[src/rtl/wb_arbiter_pkg.sv]
// ============================================================================
// Package : wb_arbiter_pkg
// Brief   : Shared writeback types, FU index encoding and default sizing.
// Rev     : 1.0
// ============================================================================
`default_nettype none

package wb_arbiter_pkg;

    localparam int c_FU_NUMBER = 4;
    localparam int c_WB_PORTS  = 2;
    localparam int c_Q_DEPTH   = 2;
    localparam int c_TICKET_W  = 6;
    localparam int c_DATA_W    = 32;

    typedef enum logic [1:0] {
        FU_LDST   = 2'd0,
        FU_FP     = 2'd1,
        FU_INT    = 2'd2,
        FU_BRANCH = 2'd3
    } fu_idx_e;

    typedef struct packed {
        logic                  valid;
        logic [c_TICKET_W-1:0] ticket;
        logic [c_DATA_W-1:0]   data;
        logic                  exc;
    } ex_update_t;

    // (base + off) mod n for base, off < n
    function automatic int wrap_idx(input int base, input int off, input int n);
        int s;
        s = base + off;
        return (s >= n) ? s - n : s;
    endfunction

endpackage

`default_nettype wire

[src/rtl/wb_arbiter_if.sv]
// ============================================================================
// Interface : wb_arbiter_if
// Brief     : FU result inputs, backpressure and writeback ports of the arbiter.
// Rev       : 1.0
// ============================================================================
`default_nettype none

interface wb_arbiter_if
    import wb_arbiter_pkg::*;
#(
    parameter int FU_NUMBER = c_FU_NUMBER,
    parameter int WB_PORTS  = c_WB_PORTS
) ();

    logic                          flush_i;
    ex_update_t [FU_NUMBER-1:0]    fu_update_i;
    logic       [FU_NUMBER-1:0]    fu_stall_o;
    ex_update_t [WB_PORTS-1:0]     wb_o;
    logic       [WB_PORTS-1:0]     wb_ready_i;
    logic                          overflow_o;

    modport master (
        output flush_i, fu_update_i, wb_ready_i,
        input  fu_stall_o, wb_o, overflow_o
    );

    modport slave (
        input  flush_i, fu_update_i, wb_ready_i,
        output fu_stall_o, wb_o, overflow_o
    );

endinterface

`default_nettype wire

[src/rtl/wb_fifo.sv]
// ============================================================================
// Module : wb_fifo
// Brief  : Per-FU result FIFO with occupancy counter and synchronous flush.
// Rev    : 1.0
// ============================================================================
`default_nettype none

module wb_fifo #(
    parameter int DEPTH = 2,
    parameter int WIDTH = 8
) (
    input  wire logic             clk,
    input  wire logic             rst_n,
    input  wire logic             i_flush,
    input  wire logic             i_push,
    input  wire logic             i_pop,
    input  wire logic [WIDTH-1:0] i_data,
    output logic      [WIDTH-1:0] o_head,
    output logic                  o_full,
    output logic                  o_empty
);

    localparam int c_PW = $clog2(DEPTH);

    logic [WIDTH-1:0] r_mem [DEPTH];
    logic [c_PW-1:0]  r_wr_ptr;
    logic [c_PW-1:0]  r_rd_ptr;
    logic [c_PW:0]    r_count;
    logic             w_push;
    logic             w_pop;

    assign o_full  = (r_count == (c_PW+1)'(DEPTH));
    assign o_empty = (r_count == '0);
    assign o_head  = r_mem[r_rd_ptr];

    // A push into a full queue still lands when the head leaves on the same edge
    assign w_pop  = i_pop & ~o_empty;
    assign w_push = i_push & (~o_full | w_pop);

    always_ff @(posedge clk or negedge rst_n) begin
        if (!rst_n) begin
            r_wr_ptr <= '0;
            r_rd_ptr <= '0;
            r_count  <= '0;
        end else if (i_flush) begin
            r_wr_ptr <= '0;
            r_rd_ptr <= '0;
            r_count  <= '0;
        end else begin
            if (w_push) r_wr_ptr <= r_wr_ptr + 1'b1;
            if (w_pop)  r_rd_ptr <= r_rd_ptr + 1'b1;
            case ({w_push, w_pop})
                2'b10:   r_count <= r_count + 1'b1;
                2'b01:   r_count <= r_count - 1'b1;
                default: r_count <= r_count;
            endcase
        end
    end

    always_ff @(posedge clk) begin
        if (w_push && !i_flush) r_mem[r_wr_ptr] <= i_data;
    end

endmodule

`default_nettype wire

[src/rtl/wb_arbiter.sv]
// ============================================================================
// Module : wb_arbiter
// Brief  : Round-robin arbiter from per-FU result queues onto WB_PORTS ports.
// Rev    : 1.0
// ============================================================================
`default_nettype none

module wb_arbiter
    import wb_arbiter_pkg::*;
#(
    parameter int FU_NUMBER = c_FU_NUMBER,
    parameter int WB_PORTS  = c_WB_PORTS,
    parameter int Q_DEPTH   = c_Q_DEPTH
) (
    input wire logic     clk,
    input wire logic     rst_n,
    wb_arbiter_if.slave  bus
);

    localparam int c_FW        = (FU_NUMBER > 1) ? $clog2(FU_NUMBER) : 1;
    localparam int c_PAYLOAD_W = $bits(ex_update_t);

    logic [FU_NUMBER-1:0] w_push;
    logic [FU_NUMBER-1:0] w_pop;
    logic [FU_NUMBER-1:0] w_full;
    logic [FU_NUMBER-1:0] w_empty;
    logic [FU_NUMBER-1:0] w_taken;
    ex_update_t           w_head   [FU_NUMBER];
    logic [WB_PORTS-1:0]  w_gnt_valid;
    logic [c_FW-1:0]      w_gnt_fu [WB_PORTS];
    logic [c_FW-1:0]      w_idx;
    logic [c_FW-1:0]      w_rr_next;
    logic [c_FW-1:0]      r_rr_ptr;
    logic                 r_overflow;
    logic                 w_overflow_set;

    generate
        for (genvar i = 0; i < FU_NUMBER; i++) begin : g_fifo
            assign w_push[i] = bus.fu_update_i[i].valid & ~bus.flush_i;

            wb_fifo #(
                .DEPTH (Q_DEPTH),
                .WIDTH (c_PAYLOAD_W)
            ) u_fifo (
                .clk     (clk),
                .rst_n   (rst_n),
                .i_flush (bus.flush_i),
                .i_push  (w_push[i]),
                .i_pop   (w_pop[i]),
                .i_data  (bus.fu_update_i[i]),
                .o_head  (w_head[i]),
                .o_full  (w_full[i]),
                .o_empty (w_empty[i])
            );
        end
    endgenerate

    // Each port takes the next non-empty FU in scan order from r_rr_ptr not yet granted
    always_comb begin
        w_taken     = '0;
        w_idx       = '0;
        w_gnt_valid = '0;
        for (int p = 0; p < WB_PORTS; p++) begin
            w_gnt_fu[p] = '0;
            for (int k = 0; k < FU_NUMBER; k++) begin
                w_idx = c_FW'(wrap_idx(int'(r_rr_ptr), k, FU_NUMBER));
                if (!w_gnt_valid[p] && !w_empty[w_idx] && !w_taken[w_idx]) begin
                    w_gnt_valid[p] = 1'b1;
                    w_gnt_fu[p]    = w_idx;
                    w_taken[w_idx] = 1'b1;
                end
            end
        end
    end

    always_comb begin
        for (int p = 0; p < WB_PORTS; p++) begin
            bus.wb_o[p] = '0;
            if (w_gnt_valid[p] && !bus.flush_i) begin
                bus.wb_o[p]       = w_head[w_gnt_fu[p]];
                bus.wb_o[p].valid = 1'b1;
            end
        end
    end

    // Ports are ordered by priority, so the highest accepted port is the last popped FU
    always_comb begin
        w_pop     = '0;
        w_rr_next = r_rr_ptr;
        for (int p = 0; p < WB_PORTS; p++) begin
            if (w_gnt_valid[p] && bus.wb_ready_i[p] && !bus.flush_i) begin
                w_pop[w_gnt_fu[p]] = 1'b1;
                w_rr_next          = c_FW'(wrap_idx(int'(w_gnt_fu[p]), 1, FU_NUMBER));
            end
        end
    end

    assign w_overflow_set = |(w_push & w_full & ~w_pop);

    always_ff @(posedge clk or negedge rst_n) begin
        if (!rst_n) begin
            r_rr_ptr   <= '0;
            r_overflow <= 1'b0;
        end else begin
            r_rr_ptr <= bus.flush_i ? '0 : w_rr_next;
            if (w_overflow_set) r_overflow <= 1'b1;
        end
    end

    assign bus.fu_stall_o = w_full;
    assign bus.overflow_o = r_overflow;

endmodule

`default_nettype wire

[src/flat_wrapper.sv]
// flat-port wrapper written by rule: the top's interface ports become plain ports
module wb_arbiter_flat import wb_arbiter_pkg::*;
#(
    parameter int FU_NUMBER = c_FU_NUMBER,
    parameter int WB_PORTS  = c_WB_PORTS,
    parameter int Q_DEPTH   = c_Q_DEPTH
)
  (clk, rst_n, bus_flush_i, bus_fu_update_i, bus_wb_ready_i, bus_fu_stall_o, bus_wb_o, bus_overflow_o);
  wb_arbiter_if #(.FU_NUMBER(FU_NUMBER), .WB_PORTS(WB_PORTS)) bus_i ();
  input wire logic clk;
  input wire logic rst_n;
  input wire logic [$bits(bus_i.flush_i)-1:0] bus_flush_i;
  input wire logic [$bits(bus_i.fu_update_i)-1:0] bus_fu_update_i;
  input wire logic [$bits(bus_i.wb_ready_i)-1:0] bus_wb_ready_i;
  output wire logic [$bits(bus_i.fu_stall_o)-1:0] bus_fu_stall_o;
  output wire logic [$bits(bus_i.wb_o)-1:0] bus_wb_o;
  output wire logic [$bits(bus_i.overflow_o)-1:0] bus_overflow_o;
  assign bus_i.flush_i = bus_flush_i;
  assign bus_i.fu_update_i = bus_fu_update_i;
  assign bus_i.wb_ready_i = bus_wb_ready_i;
  assign bus_fu_stall_o = bus_i.fu_stall_o;
  assign bus_wb_o = bus_i.wb_o;
  assign bus_overflow_o = bus_i.overflow_o;
  wb_arbiter #(.FU_NUMBER(FU_NUMBER), .WB_PORTS(WB_PORTS), .Q_DEPTH(Q_DEPTH)) u_core (.clk(clk), .rst_n(rst_n), .bus(bus_i));
endmodule
[config.mk]
export PLATFORM = sky130hd
export DESIGN_NAME = wb_arbiter_flat
export DESIGN_NICKNAME = d
export VERILOG_FILES = /design/src/rtl/wb_arbiter_pkg.sv /design/src/rtl/wb_arbiter_if.sv /design/src/rtl/wb_fifo.sv /design/src/rtl/wb_arbiter.sv /design/src/flat_wrapper.sv
export SDC_FILE = /design/constraint.sdc
export NUM_CORES = 1
export LEC_CHECK = 0
export CAP_MARGIN = 20
export CORE_MARGIN = 2
export CORE_UTILIZATION = 50
export DETAILED_ROUTE_END_ITERATION = 10
export PLACE_DENSITY = 0.74
export SYNTH_ARGS = -nofsm -noshare
export SYNTH_HDL_FRONTEND = slang
export SYNTH_HIERARCHICAL = 1
export SYNTH_SLANG_ARGS = --single-unit
[constraint.sdc]
create_clock -name clk -period 14.5 [get_ports clk]
set_clock_uncertainty 0.15 [all_clocks]
set_input_delay 2.9 -clock clk [delete_from_list [all_inputs] [get_ports clk]]
set_output_delay 2.9 -clock clk [all_outputs]
set_load 0.01 [all_outputs]
---- Word-level counts from Yosys, hierarchy flattened ----
Memories as Yosys holds them, arrays and structs flattened.
Cells that the tools add are included.
word-level totals
  bits in registers ....................... 19
  bits in writable memories ............... 320
  bits of input ports ..................... 165
  output and inout bits ................... 85
  logic and storage cells ................. 291
  memories kept ........................... 4
memory list
  memory                         depth  width  rd ports  clocked after memory_dff  wr ports  line           source
  u_core.g_fifo[0].u_fifo.r_mem  2      40     1         0                         1         wb_fifo.sv:25  logic [WIDTH-1:0] r_mem [DEPTH];
  u_core.g_fifo[1].u_fifo.r_mem  2      40     1         0                         1         wb_fifo.sv:25
  u_core.g_fifo[2].u_fifo.r_mem  2      40     1         0                         1         wb_fifo.sv:25
  u_core.g_fifo[3].u_fifo.r_mem  2      40     1         0                         1         wb_fifo.sv:25
cells by class
  add/subtract/negate cells ............... 27
  magnitude comparators ................... 20
  eq/ne operators ......................... 12
  mux-type cells .......................... 110
  bitwise operators ....................... 37
  reductions and logical operators ........ 67
operators with widths
  kind                 number
  $bmux 40 s2          2
  $mux 39              4
  $mux 40              2
  $mux 1               50
  $mux 2               21
  $mux 4               9
  $logic_and 1x1->1    30
  $or 4x4->4           7
  $bmux 1 s2           12
  $ge 3x3->1 const B   7
  $sub 2x1->2 const B  10
  $logic_not 1->1      19
  $lt 2x3->1 const B   6
  $eq 2x2->1 const B   8
  $pmux 2 s2           4
  $reduce_bool 2->1    8
  $reduce_bool 3->1    5
  $and 1x1->1          12
  $demux 1 s2          6
  $ge 2x1->1 const B   6
  $add 2x1->3 const B  3
  $not 1->1            9
  $add 1x1->1 const B  8
  $add 2x1->2 const B  4
  9 further kinds      21

---- Depth between registers and ports, before layout ----
Gate-level depths: netlist (run 1).
  word-level depth ........................ 54
  mapped depth ............................ 23
  depth with buffers taken out ............ 16

---- By module ----
Netlist (run 1), hierarchy kept.
modules (own cells, without submodules)
  module                                 times used  cells each  area each (um^2)  sequential area each (um^2)
  wb_fifo (u_core.g_fifo[0].u_fifo ...)  2           152         3160.5            2502.4
  wb_fifo (u_core.g_fifo[1].u_fifo ...)  2           150         3118.0            2502.4
  wb_arbiter                             1           515         4124.0            75.1

---- Worst setup path after synthesis (run 1) ----
Ideal clock, no wire load.
  kind .................................... reg-to-reg
  start point ............................. reg u_core.r_rr_ptr[0]
  end point ............................... mem u_core/g_fifo[2].u_fifo/r_mem[1][0] in the netlist's numbering, enable pin
  library setup time ...................... 0.495 ns
  arrival time ............................ 8.237 ns
  required time ........................... 13.855 ns
  setup slack ............................. 5.618 ns
  cell stages (with the launch flop) ...... 22
  buffers on the path ..................... 6
  period minus slack after synthesis ...... 8.882 ns
  cell sequence ........................... dfrtp_1 > buf_4 > clkbuf_1 > inv_1 > clkbuf_1 > ha_1 > mux4_2 > a221o_1 > a22o_2 > o211ai_4 > nor4_1 > or4_1 > nor4_2 > o31a_1 > buf_4 > buf_12 > buf_8 > inv_2 > o31ai_1 > inv_1 > a21o_1 > nor3b_1
on the way
  longest elaborated chain between the ends .. 54
  elaborated cells on any way between the ends .. 143
  those cells by class .................... add/sub (7); order compare (16); mux (67); bitwise (10); reduce/logical (43)
RTL lines
  item                                                                      line                                source
  from (decl)                                                               wb_arbiter.sv:33                    logic [c_FW-1:0] r_rr_ptr;
  from (signal assigned)                                                    wb_arbiter.sv:105                   r_rr_ptr <= bus.flush_i ? '0 : w_rr_next;
  $ge 2x3->1 / $sub 2x1->2 (equally long branches)                          wb_arbiter_pkg.sv:34                return (s >= n) ? s - n : s;
  $mux 2                                                                    wb_arbiter_pkg.sv:34
  $lt 2x3->1 (not written as such), or another cell as far along            wb_arbiter.sv:70                    w_taken[w_idx] = 1'b1;
  $logic_and 1x1->1 (not written as such) / $mux 1 (equally long branches)  wb_arbiter.sv:70, wb_arbiter.sv:67
  $mux 1 (not written as such) / $logic_not 1->1 (equally long branches)    wb_arbiter.sv:70, wb_arbiter.sv:67
  $demux 1 s2 / $logic_and 1x1->1 (equally long branches)                   --
  $mux 4                                                                    wb_arbiter.sv:67                    if (!w_gnt_valid[p] && !w_empty[w_idx] && !w_taken[w_idx]) begin
  $bmux 1 s2                                                                wb_arbiter.sv:67
  [... 39 more ...]                                                         --
  $mux 4 (*)                                                                wb_arbiter.sv:91                    if (w_gnt_valid[p] && bus.wb_ready_i[p] && !bus.flush_i) begin
  named net u_core.w_pop[2]                                                 wb_arbiter.sv:24                    logic [FU_NUMBER-1:0] w_pop;
  $and 1x1->1 (*)                                                           wb_fifo.sv:37                       assign w_pop = i_pop & ~o_empty;
  $or 1x1->1 (*)                                                            wb_fifo.sv:38                       assign w_push = i_push & (~o_full | w_pop);
  $and 1x1->1 (*)                                                           wb_fifo.sv:38
  $logic_and 1x1->1 (*)                                                     wb_fifo.sv:61                       if (w_push && !i_flush) r_mem[r_wr_ptr] <= i_data;
  $mux 1 (*)                                                                wb_fifo.sv:61
  $mux 1 (not written as such) (*)                                          wb_fifo.sv:61
  to (decl)                                                                 wb_fifo.sv:25
The timed path passes the listed nets; every way through them passes the cells marked *. The select of a mux whose other input is x is not followed.

---- Worst setup path in the final report (run 1) ----
  start point ............................. reg u_core.r_rr_ptr[0]
  end point ............................... out bus_wb_o[59]
on the way
  longest elaborated chain between the ends .. 47
  elaborated cells on any way between the ends .. 121
  those cells by class .................... add/sub (7); order compare (12); mux (58); bitwise (7); reduce/logical (37)
RTL lines
  item                                                                      line                                source
  $ge 2x3->1 / $sub 2x1->2 (equally long branches)                          wb_arbiter_pkg.sv:34
  $mux 2                                                                    wb_arbiter_pkg.sv:34
  $lt 2x3->1 (not written as such), or another cell as far along            wb_arbiter.sv:70
  $logic_and 1x1->1 (not written as such) / $mux 1 (equally long branches)  wb_arbiter.sv:70, wb_arbiter.sv:67
  $mux 1 (not written as such) / $logic_not 1->1 (equally long branches)    wb_arbiter.sv:70, wb_arbiter.sv:67
  $demux 1 s2 / $logic_and 1x1->1 (equally long branches)                   --
  $mux 4                                                                    wb_arbiter.sv:67
  $bmux 1 s2                                                                wb_arbiter.sv:67
  [... 30 more ...]                                                         --
  $mux 1 (not written as such)                                              wb_arbiter.sv:67
  $logic_not 1->1                                                           wb_arbiter.sv:67
  $logic_and 1x1->1                                                         wb_arbiter.sv:67
  $mux 2                                                                    wb_arbiter.sv:67
  $not 2->3 (not written as such)                                           wb_arbiter.sv:80                    bus.wb_o[p] = w_head[w_gnt_fu[p]];
  $bmux 40 s2                                                               wb_arbiter.sv:80
  $mux 39 (not written as such) (2 in a row)                                wb_arbiter.sv:80
  $mux 40 (*)                                                               wb_arbiter.sv:79                    if (w_gnt_valid[p] && !bus.flush_i) begin
  to (decl)                                                                 flat_wrapper.sv:16                  output wire logic [$bits(bus_i.wb_o)-1:0] bus_wb_o;
Every way passes the cells marked *; elsewhere a longest branch is shown, timed or not. The select of a mux whose other input is x is not followed.

==> results.rst, run 1 <==
.. list-table::
   :header-rows: 1

   * - Metric
     - Value
   * - Result of the run
     - complete, no violations
   * - Final weighted congestion in routability-driven placement
     - 0.8968
   * - Cell total after placement
     - 1,758
   * - GRT Total Usage
     - 26.87%
   * - Maximum number of pins on one net before global-route repair
     - 63
   * - Number of global-route vias before repair
     - 11,230
   * - Total wire length after detailed routing
     - 45.62 mm
   * - Pwr Total
     - 3.602 mW
   * - Leftover overflow at the end of global routing
     - 0
   * - Setup TNS after final layout
     - 0 ns
   * - Yosys warning count
     - 6
   * - Timing endpoint of the critical path
     - bus_wb_o[59]
   * - HPWL after detailed placement
     - 29.47 mm
   * - R2r startpoint
     - u_core/r_rr_ptr[0]
   * - Register-to-register path setup slack
     - 7.00 ns
   * - Die outline height
     - 185.1 um
   * - Sequential power share
     - 30.3%
   * - CTS sink cnt
     - 331
   * - Type of the tightest min-delay check
     - flip-flop to flip-flop
   * - Switching power as a share of total power
     - 33.80%
   * - DR DRC count
     - 0
   * - Register Area
     - 9849 um^2
   * - Port Buffers
     - 249
   * - Core Area
     - 32,450 um^2
   * - Count of non-filler cells in the finished layout
     - 1,828
   * - Mapped Avg Cell Area
     - 14.81 um^2
   * - CTS H-tree lvls
     - 2
   * - Share of final-layout standard cells stronger than drive strength 1
     - 23.86%
   * - Later-pin clock latency in the skew report
     - 0.52 ns
   * - Worst Reg2Reg Path Length in Cells
     - 18
   * - Number of antenna violations at the first check in global routing
     - 6
   * - Number of vias after detailed routing
     - 10,840
   * - Number of detailed-route iterations in the first pass
     - 5
   * - Final critical-path required period
     - 10.85 ns
   * - Net count after synthesis
     - 1,276
   * - Data arrival time of the critical path
     - 7.80 ns
   * - Worst R2R End
     - u_core/g_fifo[1].u_fifo/r_mem[1][5]
   * - Maximum achievable frequency
     - 92.13 MHz
   * - Starting density of the core
     - 50.52%
   * - Leakage power of the design
     - 7.422 nW
   * - Crit path launch type
     - flip-flop
   * - Boundary Pins
     - 250
   * - Number of buffers between clock root and the deepest sink
     - 3
   * - Cell count of the worst hold path
     - 2
   * - Required time at the worst-slack endpoint
     - 11.45 ns
   * - Number of pins with negative max-slew slack in the final report
     - 0
   * - Number of placement rows
     - 66
   * - Worst-case vdd ir drop
     - 0.1398 mV
   * - Clock tree from TritonCTS
     - yes
   * - Fin crit share
     - 74.86%
   * - Clock buffer count from CTS
     - 37
   * - Minimum setup slack in the final design
     - 3.645 ns
   * - Count of nets after finishing
     - 1,525
   * - Die Width
     - 185.1 um
   * - Unrepaired setup endpoints after global routing
     - no
   * - P_int
     - 2.385 mW
   * - Area occupied by multi-input gates
     - 6150 um^2
   * - # fillers
     - 2,378
   * - Die outline area
     - 34,260 um^2
   * - Max transition margin
     - 21.73%
   * - Switch Pwr
     - 1.218 mW
   * - Post-CTS Setup Repair Bufs
     - 0
   * - Gate count after technology mapping
     - 1,107
   * - Placement Setup Slack
     - 4.260 ns
   * - Antenna violation net count after detailed routing
     - 0
   * - Clock Power Share
     - 27.7%
   * - Via density
     - 5.927
   * - Combinational group share of total power
     - 42.0%
   * - Routed length per instance
     - 24.95 um
   * - CTS Root Buffer Type
     - clkbuf_16
   * - Crit. End Element
     - output port
   * - Post-cts hold buffer count
     - 0
   * - Count of routing violations after the opening detailed-route iteration
     - 899
   * - Clock-pin slew on the worst setup and hold paths
     - 0.06 ns
   * - Resize count post-CTS
     - 0
   * - Synth-to-layout area growth
     - 25.99%
   * - Final-report hold violation count
     - 0
   * - Worst hold slack after final layout
     - 0.3792 ns
   * - Power per Cell Area
     - 174.4 nW/um^2
   * - Max-capacitance violation count
     - 0
   * - Total setup violations reported at the end of the flow
     - 0
   * - Kind of critical path
     - flip-flop to output port
   * - Crit. Startpoint
     - u_core/r_rr_ptr[0]
   * - First-pass GRT wire length
     - 67.50 mm
   * - Critical Path Fanout Max
     - 62
   * - Worst slew pin tran
     - 1.174 ns
   * - Post-synthesis cell area
     - 16,400 um^2
## flip-flops by register name, summed over array words and instances, names as in the netlist
| register | flops |
|---|---|
| u_core/g_fifo.u_fifo/r_count | 8 |
| u_core/r_rr_ptr | 2 |
| u_core/g_fifo.u_fifo/r_rd_ptr | 4 |
| u_core/g_fifo.u_fifo/r_mem | 312 |
| u_core/g_fifo.u_fifo/r_wr_ptr | 4 |
| u_core/bus.overflow_o | 1 |
## cell usage in the layout, fill, tap and decap left out, types with 9 or more instances in the layout
cell	instances
clkdlybuf4s50_1	249
a21oi_1	10
mux4_2	43
mux2i_1	81
inv_1	14
nor2_1	31
nor2b_1	9
edfxtp_1	312
and3_1	45
dfrtp_1	15
and2_1	39
nand2_1	107
o21ai_0	18
nand3_1	9
mux2_2	150
nand2b_1	10
clkbuf_16	37
buf_4	29
## through the flow
stage,area [um^2],utilization (%)
6_report,20660,63.65
3_3_place_gp,19320,59.53
4_1_cts,20620,63.54
2_1_floorplan,16400,-
3_5_place_dp,19320,59.53
5_1_grt,20650,63.64
## routing by layer
metal  GRT usage [%]  routed length, um
met1           35.11              18830
met2           46.19              22610
met3           4.837               3081
met4           7.556               1066
met5               0                 27
## power by group through the flow
stage	combinational (mW)	clock [mW]	sequential, mW
floorplan	1.01	0	1.10
global placement	1.48	0	1.11
detailed placement	1.49	0	1.11
CTS	1.50	1.01	1.09
global route	1.61	1.05	1.09
finish	1.51	0.998	1.09
## worst min path at each step
stage / slack (ns) / from / endpoint
final: 0.38 / u_core/bus.overflow_o / u_core/bus.overflow_o
after global placement: 0.36 / u_core/bus.overflow_o / u_core/bus.overflow_o
after floorplan: 0.38 / u_core/bus.overflow_o / u_core/bus.overflow_o
after CTS: 0.39 / u_core/bus.overflow_o / u_core/bus.overflow_o
after detailed placement: 0.37 / u_core/bus.overflow_o / u_core/bus.overflow_o
after global routing: 0.43 / u_core/bus.overflow_o / u_core/bus.overflow_o
## cell type report
| type | count | area share, % |
|---|---|---|
| flip-flops and latches | 331 | 47.68 |
| multi-input cells | 692 | 29.77 |
| repair buffers | 279 | 13.25 |
| clock buffers | 41 | 4.555 |
| well taps | 442 | 2.677 |
| clock inverters | 25 | 1.757 |
| inverters | 15 | 0.2726 |
| diodes | 3 | 0.03634 |
## worst max-delay path: stages (launching register included)
cell	delay, ns
dfrtp_1	0.32
buf_4	0.33
inv_1	0.38
ha_1	0.67
mux4_2	0.67
a221o_1	0.41
a22o_2	0.31
o211ai_4	0.30
nor4_1	0.08
or4_1	0.55
nor4_2	0.34
o31a_2	0.77
buf_4	0.92
mux2i_1	0.29
nand2_1	0.07
and3_1	0.21
clkdlybuf4s50_1	0.48
(Power assumes the default switching activity.)
==> run 2: changes to the inputs <==
- PLACE_DENSITY: 0.74 -> 0.77
- clock period: 14.5 -> 9.29 ns (I/O delays scaled with it)
==> results.rst, run 2 (synthesized netlist as in run 1, its figures left out) <==
.. list-table::
   :header-rows: 1

   * - Metric
     - Value
   * - Result of the run
     - complete, no violations
   * - Register-to-register path setup slack
     - 2.27 ns
   * - Core Area
     - 32,450 um^2
   * - Worst R2R End
     - u_core/g_fifo[1].u_fifo/r_mem[0][21]
   * - Most common cell after layout, fill and taps aside
     - edfxtp_1
   * - Max transition margin
     - 35.38%
   * - Required time at the worst-slack endpoint
     - 7.28 ns
   * - Later-pin clock latency in the skew report
     - 0.51 ns
   * - Number of buffers between clock root and the deepest sink
     - 3
   * - Worst Hold Path EP
     - u_core/bus.overflow_o
   * - Total wire length after detailed routing
     - 45.95 mm
   * - Clock buffer count from CTS
     - 37
   * - Die Width
     - 185.1 um
   * - Largest register by flop count
     - u_core/g_fifo.u_fifo/r_mem
   * - Final-report hold violation count
     - 0
   * - Number of flip-flops in the largest register
     - 312
   * - Number of antenna violations at the first check in global routing
     - 5
   * - Number of vias after detailed routing
     - 10,860
   * - Leakage power of the design
     - 7.362 nW
   * - Worst hold slack after final layout
     - 0.4450 ns
   * - CTS Root Buffer Type
     - clkbuf_16
   * - Die outline area
     - 34,260 um^2
   * - Cell count of the worst hold path
     - 2
   * - Worst Reg2Reg Path Length in Cells
     - 16
   * - HPWL after detailed placement
     - 29.38 mm
   * - Unrepaired setup endpoints after global routing
     - no
   * - Boundary Pins
     - 250
   * - GRT Total Usage
     - 26.96%
   * - DR DRC count
     - 0
   * - Clock tree from TritonCTS
     - yes
   * - Startpoint of the most critical hold path
     - u_core/bus.overflow_o
   * - Number of detailed-route iterations in the first pass
     - 8
   * - Port Buffers
     - 249
   * - Type of the tightest min-delay check
     - flip-flop to flip-flop
   * - Kind of critical path
     - flip-flop to output port
   * - Final critical-path required period
     - 8.149 ns
   * - Worst slew pin tran
     - 0.9693 ns
   * - Synth-to-layout area growth
     - 25.18%
   * - Resize count post-CTS
     - 0
   * - Count of nets after finishing
     - 1,522
   * - Fin crit share
     - 87.71%
   * - Leftover overflow at the end of global routing
     - 0
   * - Largest registers
     - u_core/g_fifo.u_fifo/r_mem: 312 flops, u_core/g_fifo.u_fifo/r_count: 8 flops
   * - Post-CTS Setup Repair Bufs
     - 0
   * - Total setup violations reported at the end of the flow
     - 0
   * - Crit path launch type
     - flip-flop
   * - Die outline height
     - 185.1 um
   * - Maximum number of pins on one net before global-route repair
     - 86
   * - First-pass GRT wire length
     - 68.23 mm
   * - Antenna violation net count after detailed routing
     - 0
   * - Routed length per instance
     - 25.17 um
   * - Leading cell types in the layout, fill and taps excluded
     - 312 x edfxtp_1, 249 x clkdlybuf4s50_1, 150 x mux2_2, 107 x nand2_1, 81 x mux2i_1
   * - Starting density of the core
     - 50.52%
   * - Worst-case vdd ir drop
     - 0.3666 mV
   * - Via density
     - 5.946
   * - Number of pins with negative max-slew slack in the final report
     - 0
   * - Number of placement rows
     - 66
   * - Power per Cell Area
     - 267.1 nW/um^2
   * - Post-cts hold buffer count
     - 0
   * - Data arrival time of the critical path
     - 6.14 ns
   * - CTS H-tree lvls
     - 2
   * - Max-capacitance violation count
     - 0
   * - Final weighted congestion in routability-driven placement
     - 0.8924
   * - Clock-pin slew on the worst setup and hold paths
     - 0.06 ns
   * - R2r startpoint
     - u_core/g_fifo[3].u_fifo/r_count[0]
   * - CTS sink cnt
     - 331
   * - Crit. End Element
     - output port
   * - Number of global-route vias before repair
     - 11,360
   * - Share of final-layout standard cells stronger than drive strength 1
     - 23.33%
   * - Count of routing violations after the opening detailed-route iteration
     - 938
   * - Setup TNS after final layout
     - 0 ns
   * - Maximum achievable frequency
     - 122.7 MHz
   * - Critical Path Fanout Max
     - 85
run 2: changes by cell type in the layout (fill, tap and decap cells not counted), sizes merged:
cell,previous run,this run
buf,30,27
diode,3,4
inv,18,16
bufinv,8,3
clkbuf,41,46
clkinv,11,16
clkinvlp,3,0
run 2: worst max-delay path, stage by stage, from the launching register on:
cell,delay (ns)
dfrtp_1,0.47
nor2_1,0.71
mux4_2,0.54
nor3b_2,0.35
o311ai_1,0.16
o211a_2,0.21
nor3_2,0.44
a21oi_1,0.07
or4_1,0.43
nor4_2,0.34
o31a_2,0.22
buf_12,0.46
mux2i_1,0.27
nand2_1,0.13
and3_1,0.25
clkdlybuf4s50_1,0.47
run 2: power by group:
| group | internal [mW] | leakage [nW] | switching [mW] | total, mW |
|---|---|---|---|---|
| Clock | 0.835 | 0.574 | 0.564 | 1.40 |
| Sequential | 1.68 | 3.08 | 0.0166 | 1.69 |
| Combinational | 1.09 | 3.71 | 1.30 | 2.39 |
| Total | 3.60 | 7.36 | 1.88 | 5.48 |
run 2: cell type report:
class | instances | area (um^2)
antenna | 4 | 10.01
clock buffer | 46 | 980.9
multi-input combinational | 692 | 6150
clock inverter | 20 | 185.2
sequential | 331 | 9849
tap | 442 | 553.0
inverter | 15 | 56.30
timing repair buffer | 276 | 2740
fill | 2351 | 11930
run 2: through the flow:
stage	cell area, um^2	total power [mW]	utilization [%]	setup slack, ns	instances
after floorplan	16400	3.293	-	0.4831	1107
after CTS	20490	5.492	63.13	1.203	1821
after detailed placement	19320	4.086	59.53	1.773	1755
final	20520	5.483	63.24	1.141	1826
after global placement	19320	4.078	59.53	1.806	1755
after global routing	20520	5.724	63.24	0.8128	1825
run 2: routing by layer:
layer  vias up  GRT usage [%]  share of wire (%)
met5         -              0              0.059
met4         4          9.302                2.9
met3        89          4.660                6.9
met2       502          45.35                 49
met1      5507          35.51                 41
li1       4755              -                  -
run 2: worst max path at each step:
stage                                       startpoint                                  end  slack [ns]  depth (start not counted)
CTS                 u_core/g_fifo[3].u_fifo/r_count[0]                         bus_wb_o[75]        1.20                         15
global route        u_core/g_fifo[3].u_fifo/r_count[0]                         bus_wb_o[57]        0.81                         14
floorplan                           u_core/r_rr_ptr[0]  u_core/g_fifo[2].u_fifo/r_mem[1][0]        0.48                         21
detailed placement  u_core/g_fifo[3].u_fifo/r_count[0]                         bus_wb_o[75]        1.77                         15
finish              u_core/g_fifo[3].u_fifo/r_count[0]                         bus_wb_o[75]        1.14                         15
global placement                    u_core/r_rr_ptr[1]                         bus_wb_o[75]        1.81                         15
